<file path="src/rtl/ham_scrubber_if.sv">
// Single-port memory bus between the scrubber (master) and the protected memory (slave).
// Codewords are carried as [15:1] so bit indices match Hamming positions.
interface ham_scrubber_if #(
    parameter int ADDR_W = 4
);
    logic [ADDR_W-1:0] mem_addr;
    logic              mem_re;
    logic [15:1]       mem_rdata;
    logic              mem_we;
    logic [15:1]       mem_wdata;

    modport master (
        output mem_addr,
        output mem_re,
        input  mem_rdata,
        output mem_we,
        output mem_wdata
    );

    modport slave (
        input  mem_addr,
        input  mem_re,
        output mem_rdata,
        input  mem_we,
        input  mem_wdata
    );
endinterface

</file>
<file path="src/rtl/ham_scrubber.sv">
// Background Hamming(15,11) scrubber: sweeps addresses 0..DEPTH-1, fixes single-bit errors in place.
// Optional error log (last_err_addr / last_syndrome) enabled by defining HAM_SCRUB_LOG_EN.
module ham_scrubber #(
    parameter int ADDR_W    = 4,
    parameter int DEPTH     = 16,
    parameter int ERR_CNT_W = 8
) (
    input  logic                 clock,
    input  logic                 reset_n,
    input  logic                 start,
    input  logic                 abort,
    output logic                 busy,
    output logic                 done,
    output logic                 aborted,
    output logic [ERR_CNT_W-1:0] err_count,
    output logic [ADDR_W-1:0]    last_err_addr,
    output logic [3:0]           last_syndrome,
    output logic [2:0]           dbg_state,
    ham_scrubber_if.master       mem
);

    typedef enum logic [2:0] {
        S_IDLE, S_READ, S_WAIT, S_CHECK, S_WRITE, S_DONE
    } state_t;

    state_t                state_q;
    logic [ADDR_W-1:0]     addr_q;
    logic [ERR_CNT_W-1:0]  err_q;
    logic [3:0]            syn_q;
    logic [15:1]           corr_q;
    logic [15:1]           wdata_q;
    logic                  busy_q, done_q, aborted_q, re_q, we_q, abort_seen_q;

    logic [3:0]            syn_d;
    logic [15:1]           corr_d;
    logic                  boundary, last_word, abort_hit;

    // Syndrome is the XOR of the indices of all set bits; nonzero names the flipped bit.
    always_comb begin
        syn_d  = '0;
        corr_d = mem.mem_rdata;
        for (int i = 1; i <= 15; i++) begin
            if (mem.mem_rdata[i]) syn_d = syn_d ^ 4'(i);
        end
        for (int i = 1; i <= 15; i++) begin
            if (syn_d == 4'(i)) corr_d[i] = ~mem.mem_rdata[i];
        end
    end

    assign boundary  = (state_q == S_WRITE) || (state_q == S_CHECK && syn_q == 4'd0);
    assign last_word = (addr_q == ADDR_W'(DEPTH - 1));
    assign abort_hit = abort_seen_q | abort;

    // Control handshake: start is sampled only in IDLE (wins over abort there); abort is
    // latched while busy and acted on at the next word boundary, after any pending write.
    always_ff @(posedge clock or negedge reset_n) begin
        if (!reset_n) begin
            state_q      <= S_IDLE;
            addr_q       <= '0;
            err_q        <= '0;
            syn_q        <= '0;
            corr_q       <= '0;
            wdata_q      <= '0;
            busy_q       <= 1'b0;
            done_q       <= 1'b0;
            aborted_q    <= 1'b0;
            re_q         <= 1'b0;
            we_q         <= 1'b0;
            abort_seen_q <= 1'b0;
        end else begin
            done_q    <= 1'b0;
            aborted_q <= 1'b0;
            re_q      <= 1'b0;
            we_q      <= 1'b0;
            if (state_q != S_IDLE && abort) abort_seen_q <= 1'b1;

            case (state_q)
                S_IDLE: begin
                    if (start) begin
                        state_q      <= S_READ;
                        addr_q       <= '0;
                        err_q        <= '0;
                        busy_q       <= 1'b1;
                        re_q         <= 1'b1;
                        abort_seen_q <= 1'b0;
                    end
                end
                S_READ:  state_q <= S_WAIT;
                S_WAIT: begin
                    syn_q   <= syn_d;
                    corr_q  <= corr_d;
                    state_q <= S_CHECK;
                end
                S_CHECK: begin
                    if (syn_q != 4'd0) begin
                        if (err_q != '1) err_q <= err_q + ERR_CNT_W'(1);
                        we_q    <= 1'b1;
                        wdata_q <= corr_q;
                        state_q <= S_WRITE;
                    end
                end
                S_WRITE: state_q <= S_WRITE;
                S_DONE: begin
                    busy_q  <= 1'b0;
                    state_q <= S_IDLE;
                end
                default: state_q <= S_IDLE;
            endcase

            if (boundary) begin
                abort_seen_q <= 1'b0;
                if (abort_hit) begin
                    state_q   <= S_IDLE;
                    busy_q    <= 1'b0;
                    aborted_q <= 1'b1;
                end else if (last_word) begin
                    state_q <= S_DONE;
                    done_q  <= 1'b1;
                end else begin
                    addr_q  <= addr_q + ADDR_W'(1);
                    re_q    <= 1'b1;
                    state_q <= S_READ;
                end
            end
        end
    end

`ifdef HAM_SCRUB_LOG_EN
    logic [ADDR_W-1:0] log_addr_q;
    logic [3:0]        log_syn_q;

    // Log survives across sweeps; only reset clears it.
    always_ff @(posedge clock or negedge reset_n) begin
        if (!reset_n) begin
            log_addr_q <= '0;
            log_syn_q  <= '0;
        end else if (state_q == S_CHECK && syn_q != 4'd0) begin
            log_addr_q <= addr_q;
            log_syn_q  <= syn_q;
        end
    end

    assign last_err_addr = log_addr_q;
    assign last_syndrome = log_syn_q;
`else
    assign last_err_addr = '0;
    assign last_syndrome = '0;
`endif

    assign busy          = busy_q;
    assign done          = done_q;
    assign aborted       = aborted_q;
    assign err_count     = err_q;
    assign dbg_state     = state_q;
    assign mem.mem_addr  = addr_q;
    assign mem.mem_re    = re_q;
    assign mem.mem_we    = we_q;
    assign mem.mem_wdata = wdata_q;

endmodule

</file>
<file path="src/flat_wrapper.sv">
// flat-port wrapper written by rule: the top's interface ports become plain ports
module ham_scrubber_flat 
#(
    parameter int ADDR_W    = 4,
    parameter int DEPTH     = 16,
    parameter int ERR_CNT_W = 8
)
  (clock, reset_n, start, abort, busy, done, aborted, err_count, last_err_addr, last_syndrome, dbg_state, mem_mem_addr, mem_mem_re, mem_mem_rdata, mem_mem_we, mem_mem_wdata);
  ham_scrubber_if #(.ADDR_W(ADDR_W)) mem_i ();
  input  logic clock;
  input  logic reset_n;
  input  logic start;
  input  logic abort;
  output logic busy;
  output logic done;
  output logic aborted;
  output logic [ERR_CNT_W-1:0] err_count;
  output logic [ADDR_W-1:0] last_err_addr;
  output logic [3:0] last_syndrome;
  output logic [2:0] dbg_state;
  output wire logic [$bits(mem_i.mem_addr)-1:0] mem_mem_addr;
  output wire logic [$bits(mem_i.mem_re)-1:0] mem_mem_re;
  input wire logic [$bits(mem_i.mem_rdata)-1:0] mem_mem_rdata;
  output wire logic [$bits(mem_i.mem_we)-1:0] mem_mem_we;
  output wire logic [$bits(mem_i.mem_wdata)-1:0] mem_mem_wdata;
  assign mem_mem_addr = mem_i.mem_addr;
  assign mem_mem_re = mem_i.mem_re;
  assign mem_i.mem_rdata = mem_mem_rdata;
  assign mem_mem_we = mem_i.mem_we;
  assign mem_mem_wdata = mem_i.mem_wdata;
  ham_scrubber #(.ADDR_W(ADDR_W), .DEPTH(DEPTH), .ERR_CNT_W(ERR_CNT_W)) u_core (.clock(clock), .reset_n(reset_n), .start(start), .abort(abort), .busy(busy), .done(done), .aborted(aborted), .err_count(err_count), .last_err_addr(last_err_addr), .last_syndrome(last_syndrome), .dbg_state(dbg_state), .mem(mem_i));
endmodule
</file>
<file path="config.mk">
export PLATFORM = sky130hd
export DESIGN_NAME = ham_scrubber_flat
export DESIGN_NICKNAME = d
export VERILOG_FILES = /design/src/rtl/ham_scrubber_if.sv /design/src/rtl/ham_scrubber.sv /design/src/flat_wrapper.sv
export SDC_FILE = /design/constraint.sdc
export NUM_CORES = 1
export LEC_CHECK = 0
export CAP_MARGIN = 0
export CORE_UTILIZATION = 54
export CTS_CLUSTER_SIZE = 24
export DETAILED_ROUTE_END_ITERATION = 7
export PLACE_DENSITY = 0.87
export SYNTH_ARGS = -nofsm -noshare
export SYNTH_HDL_FRONTEND = slang
export SYNTH_SLANG_ARGS = --single-unit
</file>
<file path="constraint.sdc">
create_clock -name clock -period 3.1 [get_ports clock]
set_input_delay 0.62 -clock clock [delete_from_list [all_inputs] [get_ports clock]]
set_output_delay 0.62 -clock clock [all_outputs]
set_load 0.05 [all_outputs]
</file>
# --- Word-level counts from Yosys, hierarchy flattened ---
# Cells that the tools add are included.
totals:
  in_bits: 19
  rom_bits: 0
  output_inout_bits: 43
  n_memories: 0
  latch_bits: 0
  ff_bits: 55
  ram_bits: 0
classes:
  div: 0
  magnitude_cmp: 0
  eq_ne: 27
  n_shift: 0
  reduce_logical: 11
  n_mux: 65
  n_bitwise: 30
  n_mul: 0
  add_sub_neg: 2
op_table:
  columns: ["operator", "count"]
  rows:
  - ["$mux 4", 13]
  - ["$eq 4x4->1 const B", 9]
  - ["$mux 1", 35]
  - ["$mux 3", 9]
  - ["$mux 8", 3]
  - ["$eq 4x3->1 const B", 4]
  - ["$pmux 8 s2", 1]
  - ["$not 1->1", 15]
  - ["$pmux 3 s5", 1]
  - ["$not 2->2", 6]
  - ["$not 3->3", 4]
  - ["$add 8x1->8 const B", 1]
  - ["$eq 4x2->1 const B", 2]
  - ["$ne 8x8->1 const B", 1]
  - ["$eq 3x2->1 const B", 2]
  - ["$eq 3x3->1 const B", 2]
  - ["$ne 2x2->1 const B", 3]
  - ["$ne 3x2->1 const B", 2]
  - ["$add 4x1->4 const B", 1]
  - ["$eq 4x1->1 const B", 1]
  - ["$logic_not 4->1", 1]
  - ["$mux 2", 2]
  - ["$not 4->4", 1]
  - ["$reduce_and 2->1", 2]
  - ["other kinds (11)", 14]

# --- Longest topological paths before layout ---
depth:
  word_depth: 28
  depth_mapped: 8

# --- Worst setup path before layout ---
# No wires, ideal clock.
synth_timing:
  path_type: "reg2reg"
  from: "register u_core.state_q[1] (netlist: u_core.dbg_state[1])"
  to: "register u_core.wdata_q, in the netlist u_core.mem.mem_wdata[13]"
  stages_incl_launch_ff: 6
  t_arrival_ns: 2.226
  setup_ns: 0.125
  setup_slack_ns: 0.749
  period_less_slack_ns: 2.351
  t_required_ns: 2.975
  path_cell_list: "dfrtp_1 clkbuf_1 nand3b_1 nor2_1 clkbuf_1 mux2_2"
synth_between:
  elab_chain_len: 2
synth_rtl:
  columns: ["element", "line", "source"]
  rows:
  - ["start: declaration", "ham_scrubber.sv:26", "state_t state_q;"]
  - ["start signal: assignment", "ham_scrubber.sv:58", "state_q <= S_IDLE;"]
  - ["start signal: assignment", "ham_scrubber.sv:80", "state_q <= S_READ;"]
  - ["start signal: assignment", "ham_scrubber.sv:88", "S_READ: state_q <= S_WAIT;"]
  - ["$eq 3x2->1", "ham_scrubber.sv:77", "case (state_q)"]
  - ["$reduce_and 2->1 (no line)", null, null]
  - ["end signal: assignment", "ham_scrubber.sv:98", "wdata_q <= corr_q;"]
  - ["end: declaration", "ham_scrubber.sv:31", "logic [15:1] wdata_q;"]
# Every way passes these cells.
# A chain may end at the register's enable or synchronous reset.

# --- Final worst setup path ---
layout_timing:
  from: "input port mem_mem_rdata[12]"
  to: "register u_core.corr_q[3] (netlist name)"
layout_between:
  elab_chain_len: 7
layout_rtl:
  columns: ["element", "line", "source"]
  rows:
  - ["start: declaration", "flat_wrapper.sv:23", "input wire logic [$bits(mem_i.mem_rdata)-1:0] mem_mem_rdata;"]
  - ["$mux 4 *", "ham_scrubber.sv:43", "if (mem.mem_rdata[i]) syn_d = syn_d ^ 4'(i);"]
  - ["$not 3->3 (no line)", null, null]
  - ["$mux 4 *", "ham_scrubber.sv:43", null]
  - ["$not 4->4 (no line)", null, null]
  - ["$mux 4 *", "ham_scrubber.sv:43", null]
  - ["$eq 4x2->1 *", "ham_scrubber.sv:46", "if (syn_d == 4'(i)) corr_d[i] = ~mem.mem_rdata[i];"]
  - ["$mux 1 *", "ham_scrubber.sv:46", null]
  - ["end signal: assignment", "ham_scrubber.sv:91", "corr_q <= corr_d;"]
  - ["end: declaration", "ham_scrubber.sv:30", "logic [15:1] corr_q;"]
# Every way passes the cells marked *; elsewhere a longest branch is shown, timed or not.

==> impl_metrics.json <==
{
  "status": "completed",
  "pre_cts_ws_ns": 0.112,
  "antenna_found_initial": 0,
  "drt_wl_total_um": 5740,
  "synth_top_family_by_area": "XOR/XNOR gates",
  "start_util": 0.577,
  "tritoncts": "done",
  "viasPerCell": 5.38,
  "reg2reg_from": "u_core.syn_q[1]",
  "required_ns": 3.30,
  "row_count": 25,
  "path_clk_slew_ns": 0.09,
  "whs_ns": 0.224,
  "wl_per_cell_um": 14.8,
  "grt_pass1_vias": 2022,
  "cts_buffer_depth": 2,
  "finalSetupViolCount": 0,
  "yosys.area_share.simple": 0.115,
  "synth_mux_area_frac": 0.0805,
  "syn_avg_cell_area_um2": 10.8,
  "place_hpwl_um": 4330,
  "fill_cells": 398,
  "gr-usage-all-layers": 0.228,
  "start_kind": "input port",
  "reg2regPathDepth": 6,
  "overflow": 0,
  "ir_drop_uv": 704,
  "die_x_um": 74.0,
  "synth.top_cells.by_area": "dfrtp_1, xnor2_1, mux2_2, xor2_1, o21ai_0",
  "cpLargestDelayFamily": "XOR/XNOR gates",
  "htree_levels": 2,
  "synth_fa_ha_area_frac": 0.00894,
  "hold_viol": 0,
  "critPathBufInv": 1,
  "r2r_slack_ns": 0.77,
  "rsz0062_at_grt": "false",
  "post_cts_buffers": 0,
  "cts_made_buffers": 5,
  "cts_sinks": 55,
  "ys_seq_elements": 55,
  "first_pass_iters": 4,
  "cp_max_fo": 6,
  "r2r_end": "u_core.mem.mem_addr[0]",
  "p_leak_nw": 1.47,
  "drtIter0Drc": 122,
  "place_congestion": 0.895,
  "core_mm2": 0.00485,
  "design.die.area_mm2": 0.00547,
  "grt_max_degree": 39,
  "yosysTopAreaCellShare": 0.492,
  "worstPathCellList": "clkdlybuf4s50_1 -> xor2_1 -> xnor3_1 -> xor2_1 -> a211oi_1 -> xor2_1 -> mux2_2",
  "fmax_mhz": 374,
  "final_max_slew_viol_count": 0,
  "post-route-drc-count": 0,
  "pin_count": 62,
  "synthXorXnorAreaFrac": 0.160,
  "cpMaxStageDelayCell": "clkdlybuf4s50_1",
  "cts_hold_buf": 0,
  "postCtsResizedCells": 0,
  "via_count": 2088,
  "final_layout_size_suffix_gt1_frac": 0.128,
  "yosys_warnings": 0,
  "slowest_delay_ns": 0.57,
  "power_density_mw_per_mm2": 960,
  "period_needed_ns": 2.67,
  "cp_common_cell": "xor2_1",
  "period_share": 0.863,
  "cp-end-kind": "flop",
  "grt_first_pass_wirelength_um": 9400,
  "drtAntennaViolNets": 0,
  "synth_cells": 260,
  "cp.arrival_ns": 2.87,
  "worst_slew_pin_slew_ns": 0.939,
  "syn2layout_area_growth_pct": 25.3,
  "root_buffer": "clkbuf_8",
  "fin_nets": 341,
  "io_buffers": 53,
  "setup_tns_ns": 0,
  "hp-class": "in -> async",
  "die_h_um": 74.0,
  "utilization": 0.723,
  "fin_worst_skew_ns": 0.00718,
  "setup_ws_ns": 0.426,
  "diodes": 0,
  "insertion_delay_ns": 0.31,
  "path_class": "in -> reg",
  "synth_compound_area_frac": 0.108,
  "netlist_area_mm2": 0.00280,
  "yosysSeqAreaShare": 0.492,
  "synth_top_cell_by_area": "dfrtp_1",
  "synthDistinctLibCells": 36,
  "maxCapViolations": 0,
  "relSlewSlack": 0.373
}
[how the worst max path moves through the flow]
stage / start / to / cells past startpoint
3_3_place_gp: mem_mem_rdata[10] / u_core.corr_q[3] / 7
4_1_cts: mem_mem_rdata[10] / u_core.corr_q[3] / 7
5_1_grt: mem_mem_rdata[10] / u_core.corr_q[6] / 7
6_report: mem_mem_rdata[12] / u_core.corr_q[3] / 7
3_5_place_dp: mem_mem_rdata[10] / u_core.corr_q[5] / 7
2_1_floorplan: u_core.dbg_state[1] / u_core.mem.mem_wdata[13] / 5
[per-stage QoR]
step	instances	power (mW)	instance area, µm²
4_1_cts	388	3.39	3510
2_1_floorplan	267	2.42	2820
3_3_place_gp	380	2.93	3420
5_1_grt	388	3.57	3510
6_report	388	3.37	3510
3_5_place_dp	380	2.99	3420
[registers in the layout (all words and copies together) (netlist names)]
| name | flops |
|---|---|
| u_core.corr_q | 15 |
| u_core.mem.mem_wdata | 15 |
| u_core.err_count | 8 |
| u_core.mem.mem_addr | 4 |
| u_core.syn_q | 4 |
| u_core.dbg_state | 3 |
| u_core.abort_seen_q | 1 |
| u_core.aborted | 1 |
| u_core.busy | 1 |
| u_core.done | 1 |
| u_core.mem.mem_re | 1 |
| u_core.mem.mem_we | 1 |
[kinds of logic after synthesis]
kind of cell               after synthesis
and+or+nand+nor                         70
DFF                                     55
AOI/OAI and AO/OA                       48
xor gates and xnor gates                46
muxes                                   20
buffers and inverters                   18
adders and majority gates                2
other                                    1
[layout make-up]
type / instances / area, µm² / area share
Clock buffer: 5 / 68.8 / 0.0196
Clock inverter: 3 / 20.0 / 0.00571
Inverter: 2 / 7.51 / 0.00214
Multi-Input combinational cell: 194 / 1360 / 0.387
Sequential cell: 55 / 1380 / 0.393
Tap cell: 67 / 83.8 / 0.0239
Timing Repair Buffer: 62 / 593 / 0.169
[layer usage]
metal | up-vias | share of wire | track usage
li1 | 1005 | - | -
met5 | - | 0 | 0
met4 | 0 | 0.016 | 0.0940
met1 | 1007 | 0.45 | 0.292
met2 | 66 | 0.50 | 0.382
met3 | 10 | 0.040 | 0.0434
[placed cells by master (no fill, tap or decap), types with 2 or more instances in the layout]
| cell type | instances |
|---|---|
| and3_1 | 2 |
| clkdlybuf4s50_1 | 52 |
| inv_1 | 2 |
| nand2_1 | 25 |
| nand4_1 | 2 |
| xnor2_1 | 28 |
| o22ai_1 | 2 |
| nand3_1 | 10 |
| nor3_1 | 5 |
| conb_1 | 8 |
| a21oi_1 | 2 |
| buf_4 | 9 |
| clkbuf_8 | 5 |
| dfrtp_1 | 55 |
| o211ai_1 | 3 |
| xnor2_2 | 2 |
| clkinvlp_4 | 2 |
| ha_1 | 2 |
| mux2_2 | 20 |
| a211oi_1 | 11 |
| nand3b_1 | 2 |
| nor2_1 | 17 |
| nand2b_1 | 2 |
| xor2_1 | 14 |
| o32ai_1 | 2 |
| a22oi_1 | 2 |
| o21ai_0 | 22 |
[where the power goes]
| part | switching (mW) | internal, mW |
|---|---|---|
| logic | 1.11 | 0.674 |
| clock network | 0.231 | 0.158 |
| registers | 0.194 | 1.00 |
| total | 1.53 | 1.84 |
[synth_stat cells, drive strengths merged]
master,number
o32a,1
a22o,1
nor4,1
nor2b,1
dfrtp,55
xor3,1
o22ai,2
nand3,10
o211ai,3
nor2,17
a22oi,2
or3,1
a21oi,2
inv,2
nor3,5
clkbuf,8
xnor3,1
a21o,1
buf,8
nor4b,1
o32ai,2
o21ai,23
nand3b,2
mux2,20
and3b,1
a211oi,11
xnor2,30
nand4,2
conb,1
xor2,14
nand2b,2
ha,2
nand2,25
and3,2
[worst reg2reg max path, delay by kind of cell, from the launching register on]
kind | cells | cell delay (ns)
flip-flops | 1 | 0.39
AND/OR/NAND/NOR | 4 | 1.34
multiplexers | 1 | 0.26
AO/OA/AOI/OAI | 1 | 0.23
No activity file was read; power rests on OpenSTA's default activity.
==> RTL edit: new RTL, same settings <==
`ADDR_W` is set to 4 in 3 places; all go to 3.
--- a/src/rtl/ham_scrubber_if.sv
+++ b/src/rtl/ham_scrubber_if.sv
@@ -1,7 +1,7 @@
 // Single-port memory bus between the scrubber (master) and the protected memory (slave).
 // Codewords are carried as [15:1] so bit indices match Hamming positions.
 interface ham_scrubber_if #(
-    parameter int ADDR_W = 4
+    parameter int ADDR_W = 3
 );
     logic [ADDR_W-1:0] mem_addr;
     logic              mem_re;
--- a/src/rtl/ham_scrubber.sv
+++ b/src/rtl/ham_scrubber.sv
@@ -1,7 +1,7 @@
 // Background Hamming(15,11) scrubber: sweeps addresses 0..DEPTH-1, fixes single-bit errors in place.
 // Optional error log (last_err_addr / last_syndrome) enabled by defining HAM_SCRUB_LOG_EN.
 module ham_scrubber #(
-    parameter int ADDR_W    = 4,
+    parameter int ADDR_W    = 3,
     parameter int DEPTH     = 16,
     parameter int ERR_CNT_W = 8
 ) (
--- a/src/flat_wrapper.sv
+++ b/src/flat_wrapper.sv
@@ -1,7 +1,7 @@
 // flat-port wrapper written by rule: the top's interface ports become plain ports
 module ham_scrubber_flat 
 #(
-    parameter int ADDR_W    = 4,
+    parameter int ADDR_W    = 3,
     parameter int DEPTH     = 16,
     parameter int ERR_CNT_W = 8
 )
Interface: changed (resized last_err_addr and mem_mem_addr); port bits go from 62 to 60. No check against the original RTL was run, so the function may have changed too.
==> RTL edit against the original RTL <==
- wire length increased by 1.9%
- first-iteration DRC count fell by 43%
- area after synthesis is 2.8% higher
- clock power grew 4%
- power increased by 2.1%
- worst setup slack gained 89 ps
- combinational power is 3% higher
- clock skew rose by 1.0 ps
- final area up 2.1%
- sequential cell count shrank 1
- cell count grew 1.5%
- critical path depth rose by 1
- critical path type unchanged
- highest routed layer unchanged
==> RTL edit: results (changes against the original RTL) <==
STA
  • Hold Slack: 223 ps (-0.185 ps)
  • Skew final: 8.18 ps (+0.999 ps)
  • Final setup margin: 515 ps (+89.0 ps)
  • Worst relative slew slack: 48.2% (+11 points)

Pwr
  • Largest vdd supply drop: 0.514 mV (-27%)

Drt
  • Violation count after the first detailed-route iteration: 70 (-43%)
  • Routed met2 length: 2960 um (+4.1%)
  • Met1 WL: 2490 um (-3.5%)
  • Number of vias in the routed layout: 2133 (+2.2%)
  • Detailed-routed wire length on met3: 205 um (-11%)
  • Post-DR wirelength/cell: 14.9 um (+0.35%)

Logic synthesis
  • Commonest cells in the netlist: 54 x sky130_fd_sc_hd__dfrtp_1, 23 x sky130_fd_sc_hd__nand2_1, 22 x sky130_fd_sc_hd__xnor2_1, 21 x sky130_fd_sc_hd__xor2_1, 17 x sky130_fd_sc_hd__o21ai_1
  • Adder and majority gate portion of the synthesized area: 1.31% (+0.41 points)
  • Netlist cell types: 40 (+11%)
  • Proportion of synthesized chip area in sequential cells: 47.0% (-2.2 points)
  • Xor/xnor cell area share of the yosys netlist: 17.8% (+1.9 points)
  • Fraction of the mapped netlist area in compound gates: 8.49% (-2.3 points)
  • Number of instances in the synthesized netlist: 264 (+1.5%)
  • Cell types occupying the most area after synthesis: sky130_fd_sc_hd__dfrtp_1 47%, sky130_fd_sc_hd__xnor2_1 6.7%, sky130_fd_sc_hd__xor2_1 6.4%

Finish
  • Share of final-layout standard cells stronger than drive strength 1: 16.4% (+3.6 points)
  • Count of inserted antenna diode cells: 0 (unchanged)
  • Flip-flop and latch area: 1350 sq um (-1.8%)
  • Fill cell instance count of the final layout: 385 (-3.3%)
  • Filler-free cell count of the finished design: 394 (+1.5%)

Placed design
  • Pre-CTS WS: 228 ps (+116 ps)
  • I/O Buffers: 52 (-1.9%)
  • Cell area reported after detailed placement: 3490 sq um (+2.1%)
  • Number of instances in the placed design: 386 (+1.6%)

Global route
  • Met2 Resource Use GR: 39.5% (+1.4 points)
  • Wire length of the first global-routing pass: 9520 um (+1.2%)
  • Pin count of the biggest net entering global routing: 38 (-2.6%)
  • All-Layer GR Usage: 22.7% (-0.096 points)
  • GR Util met3: 4.02% (-0.32 points)
  • Met1 usage in global routing: 27.7% (-1.6 points)

Worst setup path
  • Timing startpoint of the critical path: mem_mem_rdata[8]
  • Data arrival, critical path: 2760 ps (-110 ps)
  • FF-to-FF End: u_core.mem.mem_addr[2]
  • Largest stage delay on the critical path: 580 ps
  • Endpoint of the most critical setup path: u_core.corr_q[1]

Status
  • Result of the run: complete, no violations

Clock network
  • TritonCTS buffer count: 5 (unchanged)
RTL edit: critical path, delay by kind of cell:
kind,cells,cell delay [ps]
xor+xnor,3,860
compound gates,2,320
simple gates,1,200
buf+inv,2,760
RTL edit: power breakdown:
group	internal [W]	switching (W)
clock network	0.000163	0.000241
registers	0.000997	0.000198
logic	0.000688	0.00115
RTL edit: cells by family (layout without fill, tap and decap cells):
family                     Yosys count  after routing
other                                1              7
muxes                               17             17
xor gates and xnor gates            50             50
and+or+nand+nor                     78             78
buffers and inverters               18             72
DFF                                 54             54
AOI/OAI and AO/OA                   43             43
adders and majority gates            3              3
RTL edit: layout make-up:
cell class | count | share of cell area, %
Inverter | 2 | 0.210
Tap cell | 70 | 2.45
Timing Repair Buffer | 62 | 16.5
Clock inverter | 3 | 0.699
Sequential cell | 54 | 37.7
Clock buffer | 5 | 1.92
Multi-Input combinational cell | 198 | 40.5
